--- src/rtl/img_rsz_raster_reorder.sv ---
// rtl/img_rsz_raster_reorder.sv - raster-order reorder buffer behind the image resizer
//
// Purpose: pixels arrive tagged with their (X,Y) location in arbitrary block-completion
// order. Each is written into an RSZ_W x RSZ_H frame store and an occupancy bit is set.
// A raster read pointer drains occupied locations in strict raster order into one output
// register, tagging each pixel with SOF/EOL/EOF.
//
// Ports:
//   Clk, Reset              clock, asynchronous active-high reset
//   InPxlData/X/Y/Vld/Rdy   input pixel stream (ready only drops during Abort)
//   Abort                   synchronous clear of occupancy, pointers and output
//   OutPxlData/Sof/Eol/Eof  raster-ordered output pixel and frame markers
//   OutVld/OutRdy           output handshake
//   FrameCnt                number of EOF handshakes, wraps
//   ErrDup, ErrRange        sticky error flags, cleared only by Reset
//
// Build option: define IMG_RSZ_REORDER_ERR_EN to enable ErrDup/ErrRange; otherwise both
// are tied low (duplicates still overwrite, out-of-range pixels are still dropped).

module img_rsz_raster_reorder #(
  parameter  int PRIM_W    = 8,
  parameter  int COLOR_NUM = 3,
  parameter  int RSZ_W     = 8,
  parameter  int RSZ_H     = 8,
  localparam int X_W       = $clog2(RSZ_W),
  localparam int Y_W       = $clog2(RSZ_H)
) (
  input  logic                        Clk,
  input  logic                        Reset,
  input  logic [COLOR_NUM*PRIM_W-1:0] InPxlData,
  input  logic [X_W-1:0]              InPxlX,
  input  logic [Y_W-1:0]              InPxlY,
  input  logic                        InPxlVld,
  output logic                        InPxlRdy,
  input  logic                        Abort,
  output logic [COLOR_NUM*PRIM_W-1:0] OutPxlData,
  output logic                        OutSof,
  output logic                        OutEol,
  output logic                        OutEof,
  output logic                        OutVld,
  input  logic                        OutRdy,
  output logic [15:0]                 FrameCnt,
  output logic                        ErrDup,
  output logic                        ErrRange
);

  localparam int DW = COLOR_NUM * PRIM_W;
  localparam int N  = RSZ_W * RSZ_H;
  localparam int IW = (N > 1) ? $clog2(N) : 1;
  localparam logic [X_W-1:0] X_LAST = X_W'(RSZ_W - 1);
  localparam logic [Y_W-1:0] Y_LAST = Y_W'(RSZ_H - 1);

  typedef enum logic {IDLE, ACTIVE} state_t;

  state_t          state_q, state_d;
  logic [DW-1:0]   mem_q [N];
  logic [N-1:0]    occ_q, occ_d;
  logic [X_W-1:0]  rd_x_q, rd_x_d;
  logic [Y_W-1:0]  rd_y_q, rd_y_d;
  logic [DW-1:0]   out_data_q, out_data_d;
  logic            out_vld_q, out_vld_d;
  logic            out_sof_q, out_sof_d;
  logic            out_eol_q, out_eol_d;
  logic            out_eof_q, out_eof_d;
  logic [15:0]     frame_cnt_q, frame_cnt_d;

  logic            in_range, wr_en, rd_en, out_hs;
  logic [IW-1:0]   wr_idx, rd_idx;

  assign InPxlRdy = !Abort;
  // Widen before comparing so the check stays meaningful for non-power-of-two sizes.
  assign in_range = (int'(InPxlX) < RSZ_W) && (int'(InPxlY) < RSZ_H);
  assign wr_en    = InPxlVld && InPxlRdy && in_range;
  assign wr_idx   = IW'(InPxlY) * IW'(RSZ_W) + IW'(InPxlX);
  assign rd_idx   = IW'(rd_y_q) * IW'(RSZ_W) + IW'(rd_x_q);
  assign out_hs   = out_vld_q && OutRdy;
  assign rd_en    = !Abort && occ_q[rd_idx] && (!out_vld_q || OutRdy);

  always_comb begin
    occ_d       = occ_q;
    rd_x_d      = rd_x_q;
    rd_y_d      = rd_y_q;
    out_data_d  = out_data_q;
    out_vld_d   = out_vld_q;
    out_sof_d   = out_sof_q;
    out_eol_d   = out_eol_q;
    out_eof_d   = out_eof_q;
    frame_cnt_d = frame_cnt_q + 16'(out_hs && out_eof_q);
    state_d     = state_q;

    if (out_hs) out_vld_d = 1'b0;

    if (rd_en) begin
      occ_d[rd_idx] = 1'b0;
      out_vld_d     = 1'b1;
      out_data_d    = mem_q[rd_idx];
      out_sof_d     = (rd_x_q == '0) && (rd_y_q == '0);
      out_eol_d     = (rd_x_q == X_LAST);
      out_eof_d     = (rd_x_q == X_LAST) && (rd_y_q == Y_LAST);
      if (rd_x_q == X_LAST) begin
        rd_x_d = '0;
        rd_y_d = (rd_y_q == Y_LAST) ? '0 : rd_y_q + 1'b1;
      end else begin
        rd_x_d = rd_x_q + 1'b1;
      end
    end

    // Applied after the read clear: a same-cycle write to the location being read is
    // the next frame's pixel and must stay occupied.
    if (wr_en) occ_d[wr_idx] = 1'b1;

    if (Abort) begin
      occ_d     = '0;
      rd_x_d    = '0;
      rd_y_d    = '0;
      out_vld_d = 1'b0;
    end

    // The FSM only tracks whether a frame is in flight; it gates nothing.
    case (state_q)
      IDLE:    if (wr_en) state_d = ACTIVE;
      ACTIVE:  if (out_hs && out_eof_q && (occ_d == '0)) state_d = IDLE;
      default: state_d = IDLE;
    endcase
    if (Abort) state_d = IDLE;
  end

  always_ff @(posedge Clk or posedge Reset) begin
    if (Reset) begin
      state_q     <= IDLE;
      occ_q       <= '0;
      rd_x_q      <= '0;
      rd_y_q      <= '0;
      out_data_q  <= '0;
      out_vld_q   <= 1'b0;
      out_sof_q   <= 1'b0;
      out_eol_q   <= 1'b0;
      out_eof_q   <= 1'b0;
      frame_cnt_q <= '0;
    end else begin
      state_q     <= state_d;
      occ_q       <= occ_d;
      rd_x_q      <= rd_x_d;
      rd_y_q      <= rd_y_d;
      out_data_q  <= out_data_d;
      out_vld_q   <= out_vld_d;
      out_sof_q   <= out_sof_d;
      out_eol_q   <= out_eol_d;
      out_eof_q   <= out_eof_d;
      frame_cnt_q <= frame_cnt_d;
    end
  end

  // Frame store has no reset; occupancy alone decides what is valid.
  always_ff @(posedge Clk) begin
    if (wr_en) mem_q[wr_idx] <= InPxlData;
  end

`ifdef IMG_RSZ_REORDER_ERR_EN
  logic err_dup_q, err_range_q;

  always_ff @(posedge Clk or posedge Reset) begin
    if (Reset) begin
      err_dup_q   <= 1'b0;
      err_range_q <= 1'b0;
    end else begin
      // An occupied location being drained this cycle is a legal next-frame write.
      if (wr_en && occ_q[wr_idx] && !(rd_en && (rd_idx == wr_idx))) err_dup_q <= 1'b1;
      if (InPxlVld && InPxlRdy && !in_range) err_range_q <= 1'b1;
    end
  end

  assign ErrDup   = err_dup_q;
  assign ErrRange = err_range_q;
`else
  assign ErrDup   = 1'b0;
  assign ErrRange = 1'b0;
`endif

  assign OutPxlData = out_data_q;
  assign OutVld     = out_vld_q;
  assign OutSof     = out_sof_q;
  assign OutEol     = out_eol_q;
  assign OutEof     = out_eof_q;
  assign FrameCnt   = frame_cnt_q;

endmodule
--- config.mk ---
export PLATFORM = sky130hd
export DESIGN_NAME = img_rsz_raster_reorder
export DESIGN_NICKNAME = d
export VERILOG_FILES = /design/src/rtl/img_rsz_raster_reorder.sv
export SDC_FILE = /design/constraint.sdc
export NUM_CORES = 2
export LEC_CHECK = 0
export ABC_CLOCK_PERIOD_IN_PS = 4550
export BUFFER_PORTS_ARGS = -buffer_cell sky130_fd_sc_hd__buf_2
export CORE_UTILIZATION = 50
export CTS_CLUSTER_SIZE = 10
export DETAILED_ROUTE_END_ITERATION = 7
export PLACE_DENSITY_LB_ADDON = 0.1
export SLEW_MARGIN = 25
export SYNTH_ARGS = -nofsm -noshare
export SYNTH_HDL_FRONTEND = slang
export SYNTH_SLANG_ARGS = --single-unit
export TNS_END_PERCENT = 1
--- constraint.sdc ---
create_clock -name Clk -period 4.55 [get_ports Clk]
set_input_delay 0.91 -clock Clk [delete_from_list [all_inputs] [get_ports Clk]]
set_output_delay 0.91 -clock Clk [all_outputs]
set_load 0.01 [all_outputs]
# Word level (Yosys, flattened, before mapping)
# Memories as Yosys holds them, arrays and structs flattened. A register that Yosys moved wholly into a read port is not among the register bits.
# Cells that the tools add are included.
# W data, S select, Z words.
[totals] mem_count=1 ram_bits=1536 word_cells=62 register_bits=90 mem_bits_ro=0 inputBits=35 out_inout_bits=47 latch_bits=0
[memory_table] name="mem_q" words=64 width=24 rd=1 rd_ports_with_merged_regs=1 write_ports=1 line="56" rtl="logic [DW-1:0] mem_q [N];"
[op_classes] mux=21 order_cmp=4 div_mod_pow=0 addsub=5 bitwise_logic=3 eq_ne=2 n_reduce_logical=18 n_shift=0 n_mul=0
[op_table] operator="$mux W64" n=3
[op_table] operator="$and A64 B64 Y64" n=1
[op_table] operator="$not A64 Y64" n=1
[op_table] operator="$or A64 B64 Y64" n=1
[op_table] operator="$mux W3" n=7
[op_table] operator="$add A16 B1 Y16" n=1
[op_table] operator="$lt A6 B7 Y1 const B" n=2
[op_table] operator="$add A6 B3 Y6" n=2
[op_table] operator="$demux W1 S6" n=2
[op_table] operator="$ge A6 B1 Y1 const B" n=2
[op_table] operator="$logic_and A1 B1 Y1" n=9
[op_table] operator="$mux W1" n=8
[op_table] operator="$add A3 B1 Y3 const B" n=2
[op_table] operator="$bmux W1 S6" n=1
[op_table] operator="$eq A3 B3 Y1 const B" n=2
[op_table] operator="$logic_not A3 Y1" n=2
[op_table] operator="$reduce_bool A2 Y1" n=2
[op_table] operator="$reduce_bool A3 Y1" n=1
[op_table] operator="$logic_not A1 Y1" n=2
[op_table] operator="$reduce_and A2 Y1" n=1
[op_table] operator="$logic_or A1 B1 Y1" n=1

# Logic depth before layout (Yosys ltp)
[logic_depth] word_depth=11 depth_mapped=14 ltp_nobuf=7

# Worst setup path before layout
# Ideal clock, no wire load.
[synth_timing] path_type="in2reg" startpoint="in Abort" endpoint="mem mem_q[0][0] (netlist bit), enable pin" cell_stages=7 path_buffers=3 t_required_ps=4084 arrival_time_ps=4239 path_slack_ps=-155 setup_time_ps=466 cell_sequence="clkbuf_1 nor2b_1 clkbuf_1 nor2b_1 nand2_1 clkbuf_1 nor4_1"
[synth_via] elab_chain_cells=4
[synth_lines] element="start: declaration" line="35" rtl="input logic Abort,"
[synth_lines] element="$logic_not A1 Y1" line="70" rtl="assign InPxlRdy = !Abort;"
[synth_lines] element="$logic_and A1 B1 Y1" line="73" rtl="assign wr_en = InPxlVld && InPxlRdy && in_range;"
[synth_lines] element="$mux W1"
[synth_lines] element="$mux W1 (not written as such)" line="156" rtl="if (wr_en) mem_q[wr_idx] <= InPxlData;"
[synth_lines] element="end: declaration" line="56"
# No other way between the ends.

# Worst setup path in the final report
[layout_timing] startpoint="reg rd_x_q[2]" endpoint="reg out_data_q[9], in the netlist OutPxlData[9] (read register of mem_q)"
[layout_via] elab_chain_cells=5
[layout_lines] element="start: declaration" line="58" rtl="logic [X_W-1:0] rd_x_q, rd_x_d;"
[layout_lines] element="start signal: assignment" line="143" rtl="rd_x_q <= rd_x_d;"
[layout_lines] element="$add A6 B3 Y6 *" line="75" rtl="assign rd_idx = IW'(rd_y_q) * IW'(RSZ_W) + IW'(rd_x_q);"
[layout_lines] element="$bmux W1 S6" line="77" rtl="assign rd_en = !Abort && occ_q[rd_idx] && (!out_vld_q || OutRdy);"
[layout_lines] element="$mux W1 (not written as such)" line="77"
[layout_lines] element="$logic_and A1 B1 Y1 (2 in series)" line="77"
[layout_lines] element="end: declaration" line="60" rtl="logic [DW-1:0] out_data_q, out_data_d;"
# Every way passes the cells marked *; elsewhere a longest branch is shown, timed or not. The select of a mux whose other input is x is not followed.
# A chain may end at the register's enable or synchronous reset.

==> results.cfg <==
[status]
status = complete, no violations

[clock_tree]
path_clk_slew_ns = 0.06
htree_levels = 4
post_cts_buffers = 0
ctsResizeCount = 0
clkLatencyLatePin_ns = 0.84
cts_num_sinks = 1650
clk_path_buf_depth = 3
cts_tree = done
clockRootBuffer = clkbuf_16
hold_buffers = 0
cts_made_buffers = 186

[drt]
routed_wirelength_um = 229000
viasPerCell = 6.81
wl_per_cell_um = 38.8
drc = 0
drt_pass1_iterations = 8
dr.first_iter.drc_count = 6255
vias = 40200
detail-route-antenna-nets = 0

[yosys]
synthCells = 3799
ys_seq_elements = 1650
synth_cell_type_count = 75
netlist_area_mm2 = 0.0648
synth_area_leader_cell = edfxtp_1
synthTopCellsByArea = edfxtp_1 (71%), mux2i_1 (4.6%), dfrtp_1 (4.4%), mux4_2 (2.3%), a22oi_1 (1.6%)
synth_top_area_share_pct = 71.2
yosys_warnings = 0
synth_edf_count = 1536
synth_area_per_cell_um2 = 17.1
async_flop_share_pct = 6.91
yosysSeqAreaShare_pct = 75.6
synth_ff_type = edfxtp_1

[floorplanning]
io_pins = 82
die_h_um = 362
rows = 131
die_x_um = 362
die_area_mm2 = 0.131
initial_core_util_pct = 50.6
core-area_mm2 = 0.128

[critical_path]
critPathCaptureType = register
arrival_ns = 5.24
r2r_end = OutPxlData[9]
crit_buf_inv = 1
worst-path-stages = 7
required_ns = 5.25
rr_worst_depth = 7
criticalPathCategory = reg -> reg
critPathMaxStageDelay_ns = 0.77
critPathSlowestCell = nand2_1
ff2ff_setup_slack_ns = 0.009
r2r_start = rd_x_q[2]
crit_family = compound AO/OA/AOI/OAI gates
crit_chain = buf_4, nand2_1, o22ai_1, o21ai_0, o21ai_0, or4_1, mux2_1
start_kind = register
critPathMaxFanout = 34
cpMostUsedCell = o21ai_0

[pwr]
p_sw_share_pct = 20.6
comb_power_share_pct = 1.9
p_per_area_mw_per_mm2 = 415
leakage_uw = 0.0237
p_sw_uw = 6340
p_seq_share_pct = 54.3
intPower_uw = 24400
clkPwrFrac_pct = 43.8
finalPower_uw = 30800
ir_drop_mv = 0.421

[sta]
worst_slew_pin_slew_ns = 1.15
max-slew-margin-rel_pct = 23.1
slew_violations = 0
hold_violations = 0
clock_skew_ns = 0.0322
setup_viol = 0
worst_hold_slack_ns = 0.238
min_period_ns = 4.54
setup_tns_ns = 0
finalCritPeriodShare_pct = 99.8
max_freq_mhz = 220
rsz0062_at_grt = no

[cells_and_area]
multi_input_area_mm2 = 0.0148
final_common_cell = edfxtp_1
final_cell_mix = edfxtp_1 (1,536), mux2i_1 (301), buf_4 (252)
layout-drive-gt1-share_pct = 19.9
fillers = 9771
fin_util_pct = 58.0
synthToLayoutAreaGrowth_pct = 14.5
seq_area_mm2 = 0.0490
final_cells = 5913
fin_nets = 4119

[global_routing]
track_usage_pct = 35.1
gr-total-overflow = 0
antenna_found_initial = 20
grt_first_pass_wirelength_um = 314000
first_global_vias = 37800
grt_max_degree = 84

[place]
dp_hpwl_um = 140000
gp_congestion = 0.987
numPortBuffers = 79
place_inst = 5617

[flow_run]
cap_viol_max_count = 0

[worst_hold_path]
hp-class = in -> async
worst register-to-register path: cells and delay by family, from the launching register on:
family,cells,cell delay [ns]
flip-flops,1,0.74
buffers and inverters,1,0.31
AND/OR/NAND/NOR,2,1.44
multiplexers,1,0.30
AO/OA/AOI/OAI,3,1.62
routing by layer:
layer	part of all wire [%]	global-route usage [%]	vias up	wire, um
met2	44	51.8	2811	101000
met3	12	8.32	522	26700
met1	39	48.8	20900	88600
met4	5.4	17.5	10	12400
li1	-	-	16000	-
met5	0.061	0.481	-	140
kinds of logic (layout without fill, tap and decap cells):
| family | after synthesis | count (layout) | synth area share [%] |
|---|---|---|---|
| compound gates | 913 | 913 | 9.72 |
| other cells | 1 | 12 | 0.00579 |
| buf+inv | 290 | 664 | 2.27 |
| xor+xnor | 14 | 14 | 0.189 |
| fa+ha+maj | 8 | 8 | 0.154 |
| flops | 1650 | 1650 | 75.6 |
| mux | 469 | 469 | 8.74 |
| simple gates | 454 | 454 | 3.35 |
sequential cells by signal, summed over array words and instances (netlist names):
register    cells
mem_q        1536
occ_q          64
OutPxlData     24
FrameCnt       16
rd_x_q          3
rd_y_q          3
OutEof          1
OutEol          1
OutSof          1
OutVld          1
power by group through the flow:
stage | combinational (uW) | sequential (uW) | clock [uW]
2_1_floorplan | 121 | 17000 | 0
3_3_place_gp | 554 | 17000 | 0
3_5_place_dp | 566 | 17000 | 0
4_1_cts | 567 | 16700 | 13600
5_1_grt | 595 | 16700 | 14200
6_report | 576 | 16700 | 13500
synth_stat cells, types with 6 or more instances:
cell type / instances
o2bb2ai_1: 10
nor2b_1: 11
nand4_1: 15
dfrtp_1: 114
ha_1: 8
nor2_1: 167
a211o_1: 6
a21o_1: 7
a22oi_1: 134
xor2_1: 6
o21ai_0: 144
buf_2: 65
a22o_1: 37
o22ai_1: 139
nor3_1: 34
nor4_1: 18
buf_1: 23
a2111oi_0: 8
a221o_1: 25
nand3_1: 49
inv_1: 19
clkbuf_1: 118
nand2b_1: 10
o32ai_1: 10
a221oi_1: 114
edfxtp_1: 1536
o21a_1: 8
xnor2_1: 8
a222oi_1: 14
or4_1: 8
a31o_2: 13
buf_6: 16
o22a_1: 12
a211oi_1: 13
mux2_2: 84
a31oi_1: 13
buf_4: 48
mux2_1: 16
nand2_1: 92
o211ai_1: 8
and3_1: 11
mux2i_1: 301
and2_1: 6
a21oi_1: 167
mux4_2: 67
cell type report:
class / instances / share of cell area, %
Multi-Input combinational cell: 1860 / 19.9
Sequential cell: 1650 / 66.0
Antenna cell: 10 / 0.0337
Clock buffer: 267 / 6.81
Timing Repair Buffer: 358 / 3.89
Clock inverter: 19 / 0.324
Tap cell: 1729 / 2.92
Inverter: 20 / 0.113
metrics by stage:
| step | instance area [um2] | setup slack, ns |
|---|---|---|
| floorplan | 64800 | 0.463 |
| global placement | 68900 | 0.337 |
| detailed placement | 68900 | 0.344 |
| CTS | 74200 | 0.326 |
| global route | 74200 | 0.0362 |
| finish | 74200 | 0.00906 |
worst max-delay path by stage:
stage / end / slack [ns] / from
finish: OutPxlData[9] / 0.009 / rd_x_q[2]
global route: OutPxlData[9] / 0.04 / rd_x_q[2]
CTS: OutPxlData[9] / 0.33 / rd_x_q[2]
detailed placement: OutPxlData[9] / 0.34 / rd_x_q[2]
global placement: OutPxlData[9] / 0.34 / rd_x_q[2]
floorplan: mem_q[16][0] / 0.46 / Abort
No activity file was read; power rests on OpenSTA's default activity.
